File: config.mk
export PLATFORM = sky130hd
export DESIGN_NAME = truth_table_sweeper
export DESIGN_NICKNAME = d
export VERILOG_FILES = /design/src/rtl/truth_table_sweeper.sv
export SDC_FILE = /design/constraint.sdc
export NUM_CORES = 1
export LEC_CHECK = 0
export ABC_CLOCK_PERIOD_IN_PS = 3600
export BUFFER_PORTS_ARGS = -buffer_cell sky130_fd_sc_hd__buf_2
export CAP_MARGIN = 15
export CORE_MARGIN = 2
export CORE_UTILIZATION = 30
export CTS_BUF_LIST = sky130_fd_sc_hd__clkbuf_16
export DETAILED_ROUTE_END_ITERATION = 16
export PLACE_DENSITY = 0.49
export SLEW_MARGIN = 20
export SYNTH_ARGS = -nofsm -noshare
export SYNTH_HDL_FRONTEND = slang
export SYNTH_SLANG_ARGS = --single-unit
File: constraint.sdc
create_clock -name clk -period 3.6 [get_ports clk]
set_clock_uncertainty 0.2 [all_clocks]
set_input_delay 0.54 -clock clk [delete_from_list [all_inputs] [get_ports clk]]
set_output_delay 0.54 -clock clk [all_outputs]
set_load 0.02 [all_outputs]
File: src/rtl/truth_table_sweeper.sv
// rtl/truth_table_sweeper.sv - drives 8 switch patterns, samples LEDs, checks against expected table
module truth_table_sweeper #(
  parameter int DWELL = 4
) (
  input  logic        clk,
  input  logic        rst,
  input  logic        start,
  input  logic [31:0] expected,
  input  logic        led0,
  input  logic        led1,
  input  logic        led2,
  input  logic        led3,
  output logic        sw0,
  output logic        sw1,
  output logic        sw2,
  output logic        busy,
  output logic        done,
  output logic        pass,
  output logic [3:0]  fail_count,
  output logic [2:0]  fail_idx,
  output logic [31:0] resp
);

  typedef enum logic [1:0] {
    IDLE  = 2'd0,
    DRIVE = 2'd1,
    DONE  = 2'd2
  } state_t;

  localparam logic [7:0] LAST = 8'(DWELL - 1);

  state_t      state_q;
  logic [2:0]  idx_q;        // current pattern; also the registered switch value
  logic [7:0]  cnt_q;        // dwell counter, 0..DWELL-1
  logic        busy_q;
  logic        done_q;
  logic        pass_q;
  logic [3:0]  fail_count_q;
  logic [2:0]  fail_idx_q;
  logic [31:0] resp_q;

  logic [3:0]  led_nib_d;
  logic [3:0]  exp_nib_d;
  logic        mismatch_d;
  logic        last_d;

  assign led_nib_d  = {led3, led2, led1, led0};
  assign exp_nib_d  = expected[{idx_q, 2'b00} +: 4];
  assign mismatch_d = (led_nib_d != exp_nib_d);
  assign last_d     = (cnt_q == LAST);

  // Sweep FSM: step through patterns, sample on the last dwell cycle, accumulate results
  always_ff @(posedge clk) begin
    if (rst) begin
      state_q      <= IDLE;
      idx_q        <= 3'd0;
      cnt_q        <= 8'd0;
      busy_q       <= 1'b0;
      done_q       <= 1'b0;
      pass_q       <= 1'b0;
      fail_count_q <= 4'd0;
      fail_idx_q   <= 3'd0;
      resp_q       <= 32'd0;
    end else begin
      case (state_q)
        IDLE, DONE: begin
          if (start) begin
            state_q      <= DRIVE;
            idx_q        <= 3'd0;
            cnt_q        <= 8'd0;
            busy_q       <= 1'b1;
            done_q       <= 1'b0;
            pass_q       <= 1'b0;
            fail_count_q <= 4'd0;
            fail_idx_q   <= 3'd0;
            resp_q       <= 32'd0;
          end
        end
        DRIVE: begin
          if (last_d) begin
            resp_q[{idx_q, 2'b00} +: 4] <= led_nib_d;
            if (mismatch_d) begin
              fail_count_q <= fail_count_q + 4'd1;
              if (fail_count_q == 4'd0) fail_idx_q <= idx_q;
            end
            cnt_q <= 8'd0;
            if (idx_q != 3'd7) begin
              idx_q <= idx_q + 3'd1;
            end else begin
              // sw stays on the final pattern while results are held
              state_q <= DONE;
              busy_q  <= 1'b0;
              done_q  <= 1'b1;
              pass_q  <= (fail_count_q == 4'd0) && !mismatch_d;
            end
          end else begin
            cnt_q <= cnt_q + 8'd1;
          end
        end
        default: state_q <= IDLE;
      endcase
    end
  end

  // Pattern index maps MSB-first onto sw0..sw2
  assign sw0        = idx_q[2];
  assign sw1        = idx_q[1];
  assign sw2        = idx_q[0];
  assign busy       = busy_q;
  assign done       = done_q;
  assign pass       = pass_q;
  assign fail_count = fail_count_q;
  assign fail_idx   = fail_idx_q;
  assign resp       = resp_q;

endmodule

# Word-level counts from Yosys, hierarchy flattened
# Index checks and enable logic that the tools add are counted.
[totals] regBits=55 inputBits=39 output_inout_bits=45
[op_classes] add_sub_neg=4 eq_ne=11 n_shift=3 mux=34 n_reduce_logical=13
[ops] op="two-way mux 32 bit" n=2
[ops] op="one-hot mux 32 bit (2 select lines)" n=1
[ops] op="bitwise mux 32 bit" n=1
[ops] op="variable shift 4 x 7 -> 32 bit (first input constant)" n=1
[ops] op="variable part select 32 x 6 -> 4 bit" n=1
[ops] op="variable part select 4 x 7 -> 32 bit" n=1
[ops] op="two-way mux 3 bit" n=6
[ops] op="two-way mux 8 bit" n=2
[ops] op="one-hot mux 8 bit (2 select lines)" n=1
[ops] op="two-way mux 4 bit" n=3
[ops] op="inequality test 2 bit (second input constant)" n=6
[ops] op="one-hot mux 3 bit (2 select lines)" n=2
[ops] op="AND reduction 4 bit" n=3
[ops] op="adder 8 x 1 -> 8 bit (second input constant)" n=1
[ops] op="equality test 8 x 2 -> 1 bit (second input constant)" n=1
[ops] op="two-way mux 1 bit" n=8
[ops] op="one-hot mux 4 bit (2 select lines)" n=1
[ops] op="negator 5 -> 7 bit" n=1
[ops] op="two-way mux 2 bit" n=3
[ops] op="one-hot mux 1 bit (2 select lines)" n=3
[ops] op="AND reduction 3 bit" n=2
[ops] op="AND reduction 5 bit" n=1
[ops] op="adder 4 x 1 -> 4 bit (second input constant)" n=1
[ops] op="zero test 4 bit" n=1
[ops] op="other kinds (12)" n=12

# Logic depth before layout (Yosys ltp)
# Gate-level depths: netlist of the first run.
[logic_depth] depth_word=7 ltp_mapped=10 ltp_nobuf=8

# Worst setup path before layout of the first run
# No wires, ideal clock.
[synth_path] path_kind="register -> register" from="register idx_q[1]" to="register resp_q[16], in the netlist resp[16]" setup_time_ps=128 arrival_ps=2296 required_ps=3272 slack_ps=976 stages_incl_launch_ff=11 period_less_slack_ps=2624 path_cell_list="dfxtp_1 -> buf_6 -> buf_8 -> inv_1 -> ha_1 -> ha_1 -> o21ai_0 -> nor4_1 -> o21ai_0 -> a22oi_1 -> nor2_1"
[synth_via] elab_chain_cells=5 elab_cells_between_ends=6
[synth_lines] item="start: declaration" line_no="33" rtl="logic [2:0] idx_q;"
[synth_lines] item="start signal: assignment" line_no="88" rtl="idx_q <= idx_q + 3'd1;"
[synth_lines] item="negator 5 -> 7 bit (*)" line_no="81" rtl="resp_q[{idx_q, 2'b00} +: 4] <= led_nib_d;"
[synth_lines] item="variable part select 4 x 7 -> 32 bit / variable shift 4 x 7 -> 32 bit (equally long branches)" line_no="81"
[synth_lines] item="bitwise mux 32 bit (*)" line_no="81"
[synth_lines] item="two-way mux 32 bit (*)" line_no="80" rtl="if (last_d) begin"
[synth_lines] item="one-hot mux 32 bit (2 select lines) (*)" line_no="65" rtl="case (state_q)"
[synth_lines] item="end signal: indexed assignment" line_no="81"
[synth_lines] item="end: declaration" line_no="40" rtl="logic [31:0] resp_q;"
# Every way passes the cells marked *; elsewhere a longest branch is shown, timed or not. The select of a mux whose other input is x is not followed.
# A chain may end at the register's enable or synchronous reset.

# Worst setup path in the final report of the first run
[layout_path] from="register cnt_q[0]" to="register pass_q, in the netlist pass"
[layout_via] elab_chain_cells=3
[layout_lines] item="start: declaration" line_no="34" rtl="logic [7:0] cnt_q;"
[layout_lines] item="start signal: assignment" line_no="97" rtl="cnt_q <= cnt_q + 8'd1;"
[layout_lines] item="equality test 8 x 2 -> 1 bit" line_no="50" rtl="assign last_d = (cnt_q == LAST);"
[layout_lines] item="inequality test 2 bit (no source line)"
[layout_lines] item="AND reduction 4 bit (no source line)"
[layout_lines] item="end signal: assignment" line_no="94" rtl="pass_q <= (fail_count_q == 4'd0) && !mismatch_d;"
[layout_lines] item="end: declaration" line_no="37" rtl="logic pass_q;"
# Every way passes these cells.

==> tab_implementation.tex, run 1 <==
\begin{tabular}{lr}
\hline
Metric & Value \\
\hline
\multicolumn{2}{l}{\textbf{Global routing}} \\
Maximum number of pins on one net before global-route repair & 31 \\
Global route overflow & 0 \\
Vias in the first global route & 2552 \\
First-pass GRT wire length & 12800 um \\
Number of antenna violations at the first check in global routing & 0 \\
GRT Resource Usage Total & 0.158 \\
\multicolumn{2}{l}{\textbf{Yosys}} \\
Fraction of registers with async set or reset after synthesis & 0 \\
Post-Syn Nets & around 380 \\
Total number of yosys warnings & 0 \\
Number of synthesized flops with an enable pin & 0 \\
Leading register cell type out of synthesis & sky130\_fd\_sc\_hd\_\_dfxtp\_1 \\
Cell area after technology mapping & 2830 um2 \\
Syn Area/Cell & 8.66 um2 \\
Adder-cell share of the synthesized area & 0.0486 \\
Netlist cell types & between 50 and 60 \\
Post-Syn Instances & around 330 \\
Largest family of logic cells by synthesized area & simple AND/OR/NAND/NOR gates \\
Number of storage elements in the synthesis netlist & 55 \\
Sequential cell area fraction in the yosys report & 0.389 \\
Area share of and/or/nand/nor cells after synthesis & 0.233 \\
Complex-gate fraction of the synthesized area & 0.204 \\
Mux cell area share after synthesis & 0.0738 \\
Post-synthesis xor/xnor area fraction & 0.0119 \\
\multicolumn{2}{l}{\textbf{Setup path}} \\
Worst Setup Start Kind & register \\
Worst path cell trace & ha\_1, nor4b\_2, a21oi\_1, nor2\_1, o21ai\_0, or3\_1, a21oi\_1 \\
Arrival @ worst endpoint & around 3100 ps \\
Critical path's most frequent cell & sky130\_fd\_sc\_hd\_\_a21oi\_1 \\
Critical path class & register to register \\
Critical path peak fanout & 15 \\
CP max stage delay & approximately 830 ps \\
Crit end category & register \\
Slowest cell on the critical path & sky130\_fd\_sc\_hd\_\_nor2\_1 \\
Required time at the worst-slack endpoint & between 3000 and 4000 ps \\
\multicolumn{2}{l}{\textbf{Clock tree}} \\
Worst-Skew Late Latency & 290 ps \\
Post-CTS clock slew at the launch and capture registers of the worst setup and hold paths & 70 ps \\
Number of buffers on the longest clock path & 2 \\
CTS H-tree lvls & 2 \\
Clock root buffer & sky130\_fd\_sc\_hd\_\_clkbuf\_16 \\
Total clock buffers created by CTS & 5 \\
Clock sink count & 55 \\
CTS tree & done \\
Number of buffers inserted to repair setup after CTS & 0 \\
Cts repair resizes & 0 \\
Count of hold buffers inserted by post-cts repair & 0 \\
\multicolumn{2}{l}{\textbf{Layout}} \\
Ant. Diodes & 0 \\
Layout cells sized above 1 & 0.268 \\
Area growth syn-to-layout & 23.2\% \\
Layout Cells excl Fill & between 500 and 600 \\
Final core area utilization & 0.379 \\
Final-stage net count & around 460 \\
\multicolumn{2}{l}{\textbf{Die}} \\
Starting utilization of the core area & 0.308 \\
Standard-cell rows & 35 \\
Vertical extent of the die & between 100 and 150 um \\
Die Span X & approximately 100 um \\
IO Pins & 84 \\
Total Die Area & about 10000 um2 \\
Core ar. & between 9000 and 10000 um2 \\
\multicolumn{2}{l}{\textbf{Placed design}} \\
RePlAce Congestion & 0.834 \\
Post-placement cell count & slightly above 500 \\
Port buffer count & 83 \\
Placed wire-length estimate & 5890 um \\
\multicolumn{2}{l}{\textbf{STA}} \\
Relative slew margins & 0.290 \\
Final Max Slew Viols & 0 \\
Slew of the pin with the lowest slew margin & around 1100 ps \\
RSZ-0062 raised after global routing & no \\
Share of the cycle needed by the critical path after routing & 0.848 \\
Setup TNS after final layout & 0 ps \\
Min Clock Period, post-route & about 3000 ps \\
Final setup vio count & 0 \\
Max Clock Freq & between 0.3 and 0.4 GHz \\
Hold violation total from the final report & 0 \\
\multicolumn{2}{l}{\textbf{Routing}} \\
Top layer used by detailed routing & met4 \\
Routed wire length on met2 & between 3000 and 4000 um \\
Post-DRT Antenna Nets & 0 \\
Via density & roughly 5.2 \\
DR iter-0 viols & between 100 and 150 \\
Routed wirelength normalized by instance count & about 16 um \\
Routed wl met3 & 531 um \\
Vias post-DR & 2704 \\
Length of routed wiring on met1 & 3920 um \\
Number of design rule violations left after detail routing & 0 \\
First-pass DRT Iterations & 4 \\
Detailed Route WL & about 8000 um \\
\multicolumn{2}{l}{\textbf{Hold path}} \\
Type of the tightest min-delay check & register to register \\
\multicolumn{2}{l}{\textbf{Power}} \\
Peak supply drop & roughly 0.19 mV \\
PD cells & 353 nW/um2 \\
Reported leakage power & 0.00151 uW \\
\multicolumn{2}{l}{\textbf{Outcome}} \\
Run status & complete, no violations \\
\multicolumn{2}{l}{\textbf{Job}} \\
Number of max-cap violations & 0 \\
\hline
\end{tabular}
[final timing paths]
kind                            startpoint   end  slack (ps)  cells after the start
worst max-delay path              cnt_q[0]  pass         550                      7
worst min register to register        pass  pass         250                      2
worst max register to register    cnt_q[0]  pass         550                      7
worst min-delay path                  pass  pass         250                      2
[report_power, final]
group	internal (uW)	leakage (uW)	switching (uW)	total, uW
sequential	613	0.000444	5.30	618
combinational	51.9	0.000991	93.7	146
clock	254	0.0000710	213	468
total	919	0.00151	312	1230
[per-layer routing]
layer,vias up,track usage
li1,1349,-
met1,1272,0.224
met2,79,0.250
met3,4,0.0331
met4,0,0.0281
met5,-,0
[layout make-up]
cell class / count / area, um2
inverter: 6 / 22.5
multi-input combinational: 249 / 1620
clock inverter: 3 / 16.3
sequential: 55 / 1100
tap: 111 / 139
timing repair buffer: 88 / 465
fill: 973 / 5710
clock buffer: 5 / 125
[kinds of logic (layout without fill, tap and decap cells)]
kind of cell    after synthesis  in the layout
flops                        55             55
simple gates                135            135
xor+xnor                      3              3
mux                          19             19
buf+inv                      23            102
fa+ha+maj                    11             11
compound gates               81             81
[state kept, by name, indices dropped and copies added, names as in the netlist]
signal	count
state_q	2
done	1
cnt_q	8
busy	1
resp	32
fail_idx	3
fail_count	4
idx_q	3
pass	1
[Yosys cell counts (4+ instances only)]
cell type                  number  area share
sky130_fd_sc_hd__nor4_1         5       0.011
sky130_fd_sc_hd__ha_1          11       0.049
sky130_fd_sc_hd__mux2i_1       13       0.046
sky130_fd_sc_hd__nor3_1         5      0.0088
sky130_fd_sc_hd__inv_1          6      0.0080
sky130_fd_sc_hd__nand3_1        9       0.016
sky130_fd_sc_hd__a22oi_1       32       0.085
sky130_fd_sc_hd__o21ai_0        9       0.016
sky130_fd_sc_hd__dfxtp_1       55        0.39
sky130_fd_sc_hd__nand2_1       28       0.037
sky130_fd_sc_hd__and3_1         8       0.018
sky130_fd_sc_hd__nor2_1        52       0.069
sky130_fd_sc_hd__nand2b_1       5       0.011
sky130_fd_sc_hd__a21oi_1       15       0.027
sky130_fd_sc_hd__a21o_1         5       0.013
sky130_fd_sc_hd__nor2b_1        4      0.0088
sky130_fd_sc_hd__clkbuf_1      12       0.016
[through the flow]
stage	setup WS, ps	area (um2)	hold slack, ps	total power (uW)
6_report	548	3490	248	1230
5_1_grt	169	3490	281	1290
4_1_cts	574	3490	250	1240
3_5_place_dp	508	3350	241	777
3_3_place_gp	562	3350	246	776
2_1_floorplan	976	2830	252	723
[layout by cell type (no fill, tap or decap), types with 3 or more instances in the layout]
cell type	n
sky130_fd_sc_hd__and2_1	3
sky130_fd_sc_hd__buf_4	4
sky130_fd_sc_hd__a22oi_1	32
sky130_fd_sc_hd__inv_1	7
sky130_fd_sc_hd__nor2b_1	4
sky130_fd_sc_hd__nor4_1	5
sky130_fd_sc_hd__and3_1	8
sky130_fd_sc_hd__o21ai_0	9
sky130_fd_sc_hd__nor2_1	52
sky130_fd_sc_hd__nand3_1	9
sky130_fd_sc_hd__clkbuf_16	5
sky130_fd_sc_hd__mux2_4	3
sky130_fd_sc_hd__o32ai_1	3
sky130_fd_sc_hd__a221oi_1	3
sky130_fd_sc_hd__mux2i_1	13
sky130_fd_sc_hd__nand2b_1	5
sky130_fd_sc_hd__nor3_1	5
sky130_fd_sc_hd__ha_1	11
sky130_fd_sc_hd__a21o_1	5
sky130_fd_sc_hd__a21oi_1	15
sky130_fd_sc_hd__dfxtp_1	55
sky130_fd_sc_hd__nand2_1	28
sky130_fd_sc_hd__buf_2	83
sky130_fd_sc_hd__mux2_2	3
[critical path, delay by kind of cell, from the launching register on]
| kind | cells | cell delay [ps] |
|---|---|---|
| adder cells (fa/ha/maj) | 1 | 220 |
| flip-flops | 1 | 370 |
| AO/OA/AOI/OAI | 3 | 650 |
| AND/OR/NAND/NOR | 3 | 1520 |
(Power assumes the default switching activity.)
==> inputs of run 2 (changes only) <==
ABC_AREA = 1   (was unset)
ABC_CLOCK_PERIOD_IN_PS = 2800   (was 3600)
PLACE_DENSITY = 0.51   (was 0.49)
clock period = 2.8 ns   (was 3.6 ns; I/O delays follow)
==> run 2 against run 1 <==
Clock power up 56%. Routed wire length up 13%. Flip-flop and latch count unchanged. Sequential power up 34%. Sequential share of layout area down 1.8 points. Register-to-register slack worse by 280 ps. Total power up 68%. Synthesized area up 5.2%. Non-clock buffer count up 1. Utilization up 0.32 points. Critical path type unchanged. Largest power group unchanged. Highest routed layer unchanged.
==> tab_implementation.tex, run 2 <==
\begin{tabular}{lr}
\hline
Metric & Value \\
\hline
\multicolumn{2}{l}{\textbf{Outcome}} \\
Run status & complete, no violations \\
\multicolumn{2}{l}{\textbf{Placed design}} \\
RePlAce Congestion & 0.847 (+1.6\%) \\
Placed wire-length estimate & 6850 um (+16\%) \\
Port buffer count & 83 (unchanged) \\
\multicolumn{2}{l}{\textbf{Setup path}} \\
Register-to-Register Path Depth & 8 (+1) \\
Required time at the worst-slack endpoint & 2830 ps (-790 ps) \\
Critical path peak fanout & 9 (-6) \\
Critical path class & register to register \\
Worst path cell trace & inv\_1, ha\_1, inv\_1, nor2\_1, nand3\_1, a21oi\_1, o21ai\_0, a21oi\_1 \\
CP max stage delay & 510 ps (-320 ps) \\
Arrival @ worst endpoint & 2560 ps (-510 ps) \\
Worst Setup Start Kind & register \\
Crit end category & register \\
Slowest cell on the critical path & sky130\_fd\_sc\_hd\_\_dfxtp\_1 \\
\multicolumn{2}{l}{\textbf{Routing}} \\
DR iter-0 viols & 152 (+2.0\%) \\
First-pass DRT Iterations & 5 (+1) \\
Detailed Route WL & 9020 um (+13\%) \\
Post-DRT Antenna Nets & 0 (unchanged) \\
Routed wirelength normalized by instance count & 13.5 um (-13\%) \\
Number of design rule violations left after detail routing & 0 (unchanged) \\
Via density & 4.72 (-9.8\%) \\
Vias post-DR & 3157 (+17\%) \\
\multicolumn{2}{l}{\textbf{Global routing}} \\
Global route overflow & 0 (unchanged) \\
Vias in the first global route & 3133 (+23\%) \\
First-pass GRT wire length & 15200 um (+18\%) \\
Met1 Use GR & 0.219 (-0.00555) \\
Global-route layer with the greatest usage & met2 \\
GRT Resource Usage Total & 0.170 (+0.0119) \\
Met3 track demand over resource & 0.0327 (-0.000401) \\
Global-route track usage on met2 & 0.288 (+0.0380) \\
Number of antenna violations at the first check in global routing & 0 (unchanged) \\
Maximum number of pins on one net before global-route repair & 42 (+35\%) \\
\multicolumn{2}{l}{\textbf{Die}} \\
Core ar. & 9680 um2 (+5.3\%) \\
IO Pins & 84 (unchanged) \\
Total Die Area & 10700 um2 (+5.0\%) \\
Vertical extent of the die & 104 um (+2.5\%) \\
Standard-cell rows & 36 (+2.9\%) \\
Starting utilization of the core area & 0.307 (-0.000391) \\
Die Span X & 104 um (+2.5\%) \\
\multicolumn{2}{l}{\textbf{Layout}} \\
Area used by multi-input combinational logic & 1590 um2 (-1.9\%) \\
Ant. Diodes & 0 (unchanged) \\
Commonest non-fill, non-tap cells in the layout & sky130\_fd\_sc\_hd\_\_nand2\_1, sky130\_fd\_sc\_hd\_\_buf\_2, sky130\_fd\_sc\_hd\_\_dfxtp\_1 \\
Most common cell after layout, fill and taps aside & sky130\_fd\_sc\_hd\_\_nand2\_1 \\
Layout fillers & 1063 (+9.2\%) \\
Largest register FFs & 32 (unchanged) \\
Register area & 1100 um2 (unchanged) \\
Final core area utilization & 0.382 (+0.00324) \\
Layout cells sized above 1 & 0.200 (-0.0688) \\
Area growth syn-to-layout & 24.4\% \\
Final-stage net count & 585 (+29\%) \\
\multicolumn{2}{l}{\textbf{Yosys}} \\
Syn Area/Cell & 6.60 um2 (-24\%) \\
Yosys top cell area share & 0.370 (-0.0191) \\
Netlist cell types & 30 (-41\%) \\
Library cell with the largest summed area after synthesis & sky130\_fd\_sc\_hd\_\_dfxtp\_1 \\
Most frequent cells after synthesis & sky130\_fd\_sc\_hd\_\_nand2\_1, sky130\_fd\_sc\_hd\_\_dfxtp\_1, sky130\_fd\_sc\_hd\_\_inv\_1, sky130\_fd\_sc\_hd\_\_a21oi\_1 \\
Library cell with the highest instance count after synthesis & sky130\_fd\_sc\_hd\_\_nand2\_1 \\
Cell area after technology mapping & 2980 um2 (+5.2\%) \\
Total number of yosys warnings & 0 (unchanged) \\
Cell types with the largest area share after synthesis & sky130\_fd\_sc\_hd\_\_dfxtp\_1, sky130\_fd\_sc\_hd\_\_nand2\_1, sky130\_fd\_sc\_hd\_\_a21oi\_1 \\
Number of storage elements in the synthesis netlist & 55 (unchanged) \\
Post-Syn Nets & 501 (+33\%) \\
Post-Syn Instances & 451 (+38\%) \\
Leading register cell type out of synthesis & sky130\_fd\_sc\_hd\_\_dfxtp\_1 \\
Sequential cell area fraction in the yosys report & 0.370 (-0.0191) \\
Number of synthesized flops with an enable pin & 0 (unchanged) \\
Fraction of registers with async set or reset after synthesis & 0 (unchanged) \\
\multicolumn{2}{l}{\textbf{Clock tree}} \\
Clock root buffer & sky130\_fd\_sc\_hd\_\_clkbuf\_16 \\
Clock sink count & 55 (unchanged) \\
CTS H-tree lvls & 2 (unchanged) \\
Number of buffers on the longest clock path & 2 (unchanged) \\
Number of buffers inserted to repair setup after CTS & 0 (unchanged) \\
CTS tree & done \\
Post-CTS clock slew at the launch and capture registers of the worst setup and hold paths & 70 ps (about the same) \\
Total clock buffers created by CTS & 5 (unchanged) \\
Cts repair resizes & 0 (unchanged) \\
Worst-Skew Late Latency & 300 ps (about the same) \\
Count of hold buffers inserted by post-cts repair & 0 (unchanged) \\
\multicolumn{2}{l}{\textbf{Power}} \\
Reported leakage power & 0.00175 uW (+16\%) \\
Power, Total & 2070 uW (+68\%) \\
Switching Fraction & 0.330 (+0.0768) \\
Peak supply drop & 0.241 mV (+25\%) \\
Share of power burned in registers & 0.401 (-0.101) \\
Gate power share & 0.247 (+0.129) \\
Internal Pwr Total & 1390 uW (+51\%) \\
Reported net switching power & 684 uW (+120\%) \\
Fraction of power consumed by the clock network & 0.353 (-0.027) \\
PD cells & 559 nW/um2 (+58\%) \\
\multicolumn{2}{l}{\textbf{STA}} \\
Relative slew margins & 0.630 (+0.340) \\
Final Max Slew Viols & 0 (unchanged) \\
Share of the cycle needed by the critical path after routing & 0.904 (+0.0561) \\
Hold violation total from the final report & 0 (unchanged) \\
Final setup vio count & 0 (unchanged) \\
RSZ-0062 raised after global routing & no \\
Max Clock Freq & 0.395 GHz (+21\%) \\
Slew of the pin with the lowest slew margin & 551 ps (-510 ps) \\
Min Clock Period, post-route & 2530 ps (-521 ps) \\
Setup TNS after final layout & 0 ps (unchanged) \\
\multicolumn{2}{l}{\textbf{Job}} \\
Number of max-cap violations & 0 (unchanged) \\
\multicolumn{2}{l}{\textbf{Hold path}} \\
Type of the tightest min-delay check & input port to register \\
Depth of the worst hold-timing path & 3 (+1) \\
\hline
\end{tabular}
run 2: changes by cell type after synthesis, moves of 7 or more:
cell,previous run,this run
sky130_fd_sc_hd__and3_1,8,0
sky130_fd_sc_hd__a21oi_1,15,49
sky130_fd_sc_hd__nor2_1,52,42
sky130_fd_sc_hd__inv_1,6,52
sky130_fd_sc_hd__nand3_1,9,42
sky130_fd_sc_hd__mux2i_1,13,0
sky130_fd_sc_hd__nand4_1,2,11
sky130_fd_sc_hd__a22oi_1,32,0
sky130_fd_sc_hd__o21ai_1,0,7
sky130_fd_sc_hd__nand2_1,28,123
run 2: worst max-delay path, delay by kind of cell (launching register included):
| family | cells | cell delay [ps] |
|---|---|---|
| AOI/OAI and AO/OA | 3 | 660 |
| adders and majority gates | 1 | 380 |
| buffers and inverters | 2 | 280 |
| DFF | 1 | 510 |
| and+or+nand+nor | 2 | 440 |
run 2: final timing paths:
path	startpoint	endpoint	slack (ps)
max	idx_q[2]	resp[17]	270
min	led1	resp[1]	200
max reg2reg	idx_q[2]	resp[17]	270
min reg2reg	resp[7]	resp[7]	260
run 2: cells by family (layout without fill, tap and decap cells):
family	count (synthesis)	after routing	share of synthesized area
XOR/XNOR	5	5	0.0147
flip-flops	55	55	0.370
adder cells (fa/ha/maj)	11	11	0.0462
buffers and inverters	71	156	0.0971
AND/OR/NAND/NOR	236	236	0.343
AO/OA/AOI/OAI	73	73	0.129
run 2: area by class of cell:
class | count | area share
Tap cell | 133 | 0.0449
Multi-Input combinational cell | 325 | 0.428
Timing Repair Buffer | 89 | 0.124
Clock buffer | 5 | 0.0338
Sequential cell | 55 | 0.297
Inverter | 59 | 0.0598
Clock inverter | 3 | 0.0115
run 2: power groups by stage:
stage | Combinational (uW) | Clock [uW] | Sequential, uW
2_1_floorplan | 328 | 0 | 877
5_1_grt | 577 | 775 | 834
3_5_place_dp | 510 | 0 | 848
4_1_cts | 512 | 738 | 829
3_3_place_gp | 504 | 0 | 847
6_report | 510 | 730 | 829
run 2: metrics by stage:
| stage | instance area (um2) | std cells | hold slack, ps | setup WS, ps |
|---|---|---|---|---|
| finish | 3700 | 669 | 205 | 269 |
| detailed placement | 3540 | 661 | 252 | 294 |
| CTS | 3700 | 669 | 207 | 298 |
| floorplan | 2980 | 451 | 251 | 194 |
| global route | 3700 | 669 | 218 | 10.2 |
| global placement | 3540 | 661 | 251 | 431 |
run 2: routing by layer:
layer	up-vias	wire length, um
li1	1629	-
met1	1441	4200
met2	74	4250
met3	13	456
met4	0	123
met5	-	0
==> inputs of run 3 (changes only) <==
GPL_TIMING_DRIVEN = 0   (was unset)
==> run 3 against run 2 <==
Maximum frequency shrank 2.3%. Total power grew 0.12%. Largest power group unchanged. Sequential share of layout area shrank 0.32 points. Critical path depth is the same. Sequential power grew 1%. Setup slack lost 61 ps. Non-clock buffer count grew 5.
==> tab_implementation.tex, run 3 (synthesis gave the netlist of run 2 again) <==
\begin{tabular}{lr}
\hline
Metric & Value \\
\hline
\multicolumn{2}{l}{\textbf{Outcome}} \\
Run status & complete, no violations \\
\multicolumn{2}{l}{\textbf{Power}} \\
Fraction of power consumed by the clock network & 0.342 (-0.011) \\
Share of power burned in registers & 0.405 (+0.004) \\
Internal Pwr Total & 1390 uW (+0.67\%) \\
Reported net switching power & 677 uW (-1.0\%) \\
PD cells & 552 nW/um2 (-1.2\%) \\
Reported leakage power & 0.00175 uW (+0.14\%) \\
Gate power share & 0.252 (+0.005) \\
Switching Fraction & 0.327 (-0.00370) \\
Peak supply drop & 0.242 mV (+0.42\%) \\
\multicolumn{2}{l}{\textbf{Die}} \\
Starting utilization of the core area & 0.307 (unchanged) \\
Die Span X & 104 um (unchanged) \\
IO Pins & 84 (unchanged) \\
Total Die Area & 10700 um2 (unchanged) \\
Standard-cell rows & 36 (unchanged) \\
Vertical extent of the die & 104 um (unchanged) \\
Core ar. & 9680 um2 (unchanged) \\
\multicolumn{2}{l}{\textbf{Setup path}} \\
Worst Setup Start Kind & register \\
Crit end category & register \\
Arrival @ worst endpoint & 2550 ps (about the same) \\
Critical path's most frequent cell & sky130\_fd\_sc\_hd\_\_ha\_1 \\
Required time at the worst-slack endpoint & 2760 ps (-70 ps) \\
Slowest cell on the critical path & sky130\_fd\_sc\_hd\_\_nor3\_1 \\
Worst path cell trace & buf\_4, inv\_2, ha\_1, ha\_1, nor3\_1, o21ai\_0, nand2\_1, a21oi\_1 \\
Critical path peak fanout & 11 (+2) \\
CP max stage delay & 450 ps (-60 ps) \\
Critical path class & register to register \\
\multicolumn{2}{l}{\textbf{STA}} \\
Relative slew margins & 0.592 (-0.0379) \\
Hold violation total from the final report & 0 (unchanged) \\
Max Clock Freq & 0.386 GHz (-2.3\%) \\
RSZ-0062 raised after global routing & no \\
Share of the cycle needed by the critical path after routing & 0.926 (+0.0216) \\
Min Clock Period, post-route & 2590 ps (+60.5 ps) \\
Final setup vio count & 0 (unchanged) \\
Worst Setup Slack, final & 208 ps (-60.5 ps) \\
Final Max Slew Viols & 0 (unchanged) \\
Slew of the pin with the lowest slew margin & 612 ps (+61.1 ps) \\
\multicolumn{2}{l}{\textbf{Layout}} \\
Layout Cells excl Fill & 674 (+0.75\%) \\
Layout cells sized above 1 & 0.211 (+0.0111) \\
Final-stage net count & 590 (+0.85\%) \\
Largest register FFs & 32 (unchanged) \\
Most common cell after layout, fill and taps aside & sky130\_fd\_sc\_hd\_\_nand2\_1 \\
Commonest non-fill, non-tap cells in the layout & sky130\_fd\_sc\_hd\_\_nand2\_1, sky130\_fd\_sc\_hd\_\_buf\_2, sky130\_fd\_sc\_hd\_\_inv\_1, sky130\_fd\_sc\_hd\_\_dfxtp\_1, sky130\_fd\_sc\_hd\_\_a21oi\_1 \\
Area growth syn-to-layout & 26.1\% \\
Ant. Diodes & 0 (unchanged) \\
\multicolumn{2}{l}{\textbf{Routing}} \\
Vias post-DR & 3160 (+0.095\%) \\
Via density & 4.69 (-0.65\%) \\
Routed wirelength normalized by instance count & 13.4 um (-1.0\%) \\
DR iter-0 viols & 168 (+11\%) \\
Detailed Route WL & 9000 um (-0.27\%) \\
Number of design rule violations left after detail routing & 0 (unchanged) \\
Post-DRT Antenna Nets & 0 (unchanged) \\
First-pass DRT Iterations & 4 (-1) \\
\multicolumn{2}{l}{\textbf{Global routing}} \\
Maximum number of pins on one net before global-route repair & 18 (-57\%) \\
Number of antenna violations at the first check in global routing & 0 (unchanged) \\
Global route overflow & 0 (unchanged) \\
GRT Resource Usage Total & 0.169 (-0.000882) \\
Vias in the first global route & 3119 (-0.45\%) \\
First-pass GRT wire length & 15000 um (-0.86\%) \\
\multicolumn{2}{l}{\textbf{Clock tree}} \\
CTS tree & done \\
Number of buffers on the longest clock path & 2 (unchanged) \\
Total clock buffers created by CTS & 5 (unchanged) \\
Post-CTS clock slew at the launch and capture registers of the worst setup and hold paths & 70 ps (about the same) \\
Clock root buffer & sky130\_fd\_sc\_hd\_\_clkbuf\_16 \\
Worst-Skew Late Latency & 290 ps (about the same) \\
Clock sink count & 55 (unchanged) \\
CTS H-tree lvls & 2 (unchanged) \\
\multicolumn{2}{l}{\textbf{Placed design}} \\
RePlAce Congestion & 0.845 (-0.30\%) \\
Dpl ws & -110 ps (-404 ps) \\
Port buffer count & 82 (-1.2\%) \\
Post-placement cell count & 666 (+0.76\%) \\
Placed wire-length estimate & 7060 um (+3.2\%) \\
\multicolumn{2}{l}{\textbf{Hold path}} \\
Type of the tightest min-delay check & input port to register \\
\multicolumn{2}{l}{\textbf{Job}} \\
Number of max-cap violations & 0 (unchanged) \\
\hline
\end{tabular}
==> run 3: layout make-up <==
cell class,instances,area [um2]
repair buffers,82,410
flip-flops and latches,55,1100
fillers,1056,5930
inverters,59,221
plain buffers,12,67.6
multi-input cells,325,1620
clock inverters,3,42.5
clock buffers,5,125
well taps,133,166
==> run 3: path summary, 6_finish.rpt <==
| kind | start | to | slack [ps] | cells past startpoint |
|---|---|---|---|---|
| max | idx_q[1] | resp[20] | 210 | 8 |
| min reg2reg | resp[12] | resp[12] | 260 | 2 |
| min | led1 | resp[1] | 230 | 3 |
| max reg2reg | idx_q[1] | resp[20] | 210 | 8 |
==> run 3: power by group through the flow <==
stage	Sequential (uW)	Combinational, uW	Clock (uW)
5_1_grt	844	593	757
2_1_floorplan	877	328	0
4_1_cts	839	510	727
3_3_place_gp	857	501	0
6_report	839	523	709
3_5_place_dp	857	505	0
==> run 3: critical path, delay by kind of cell (launching register included) <==
family	cells	cell delay, ps
AO/OA/AOI/OAI	2	350
adder cells (fa/ha/maj)	2	590
buffers and inverters	2	330
flip-flops	1	400
AND/OR/NAND/NOR	2	580
==> run 3: what timing repair did <==
item | CTS | global route
setup endpoints to repair | 15 | 32
hold buffers | 0 | 0
setup buffers | 0 | 0
resized for setup | 2 | 9
==> run 3: metal layers <==
metal | wire [um] | track usage | vias to the layer above
li1 | - | - | 1641
met1 | 4360 | 0.231 | 1441
met2 | 4130 | 0.281 | 69
met3 | 436 | 0.0289 | 9
met4 | 81 | 0.0338 | 0
met5 | 0 | 0 | -
==> run 3: through the flow <==
stage                     power, uW  setup TNS (ps)  hold slack [ps]   util  instance area, um2
after floorplan                1200               0              251      -                2980
after global placement         1360            -724              252  0.367                3550
after detailed placement       1360            -856              253  0.367                3550
after CTS                      2080               0              229  0.385                3730
after global routing           2190               0              236  0.387                3750
final                          2070               0              234  0.387                3750
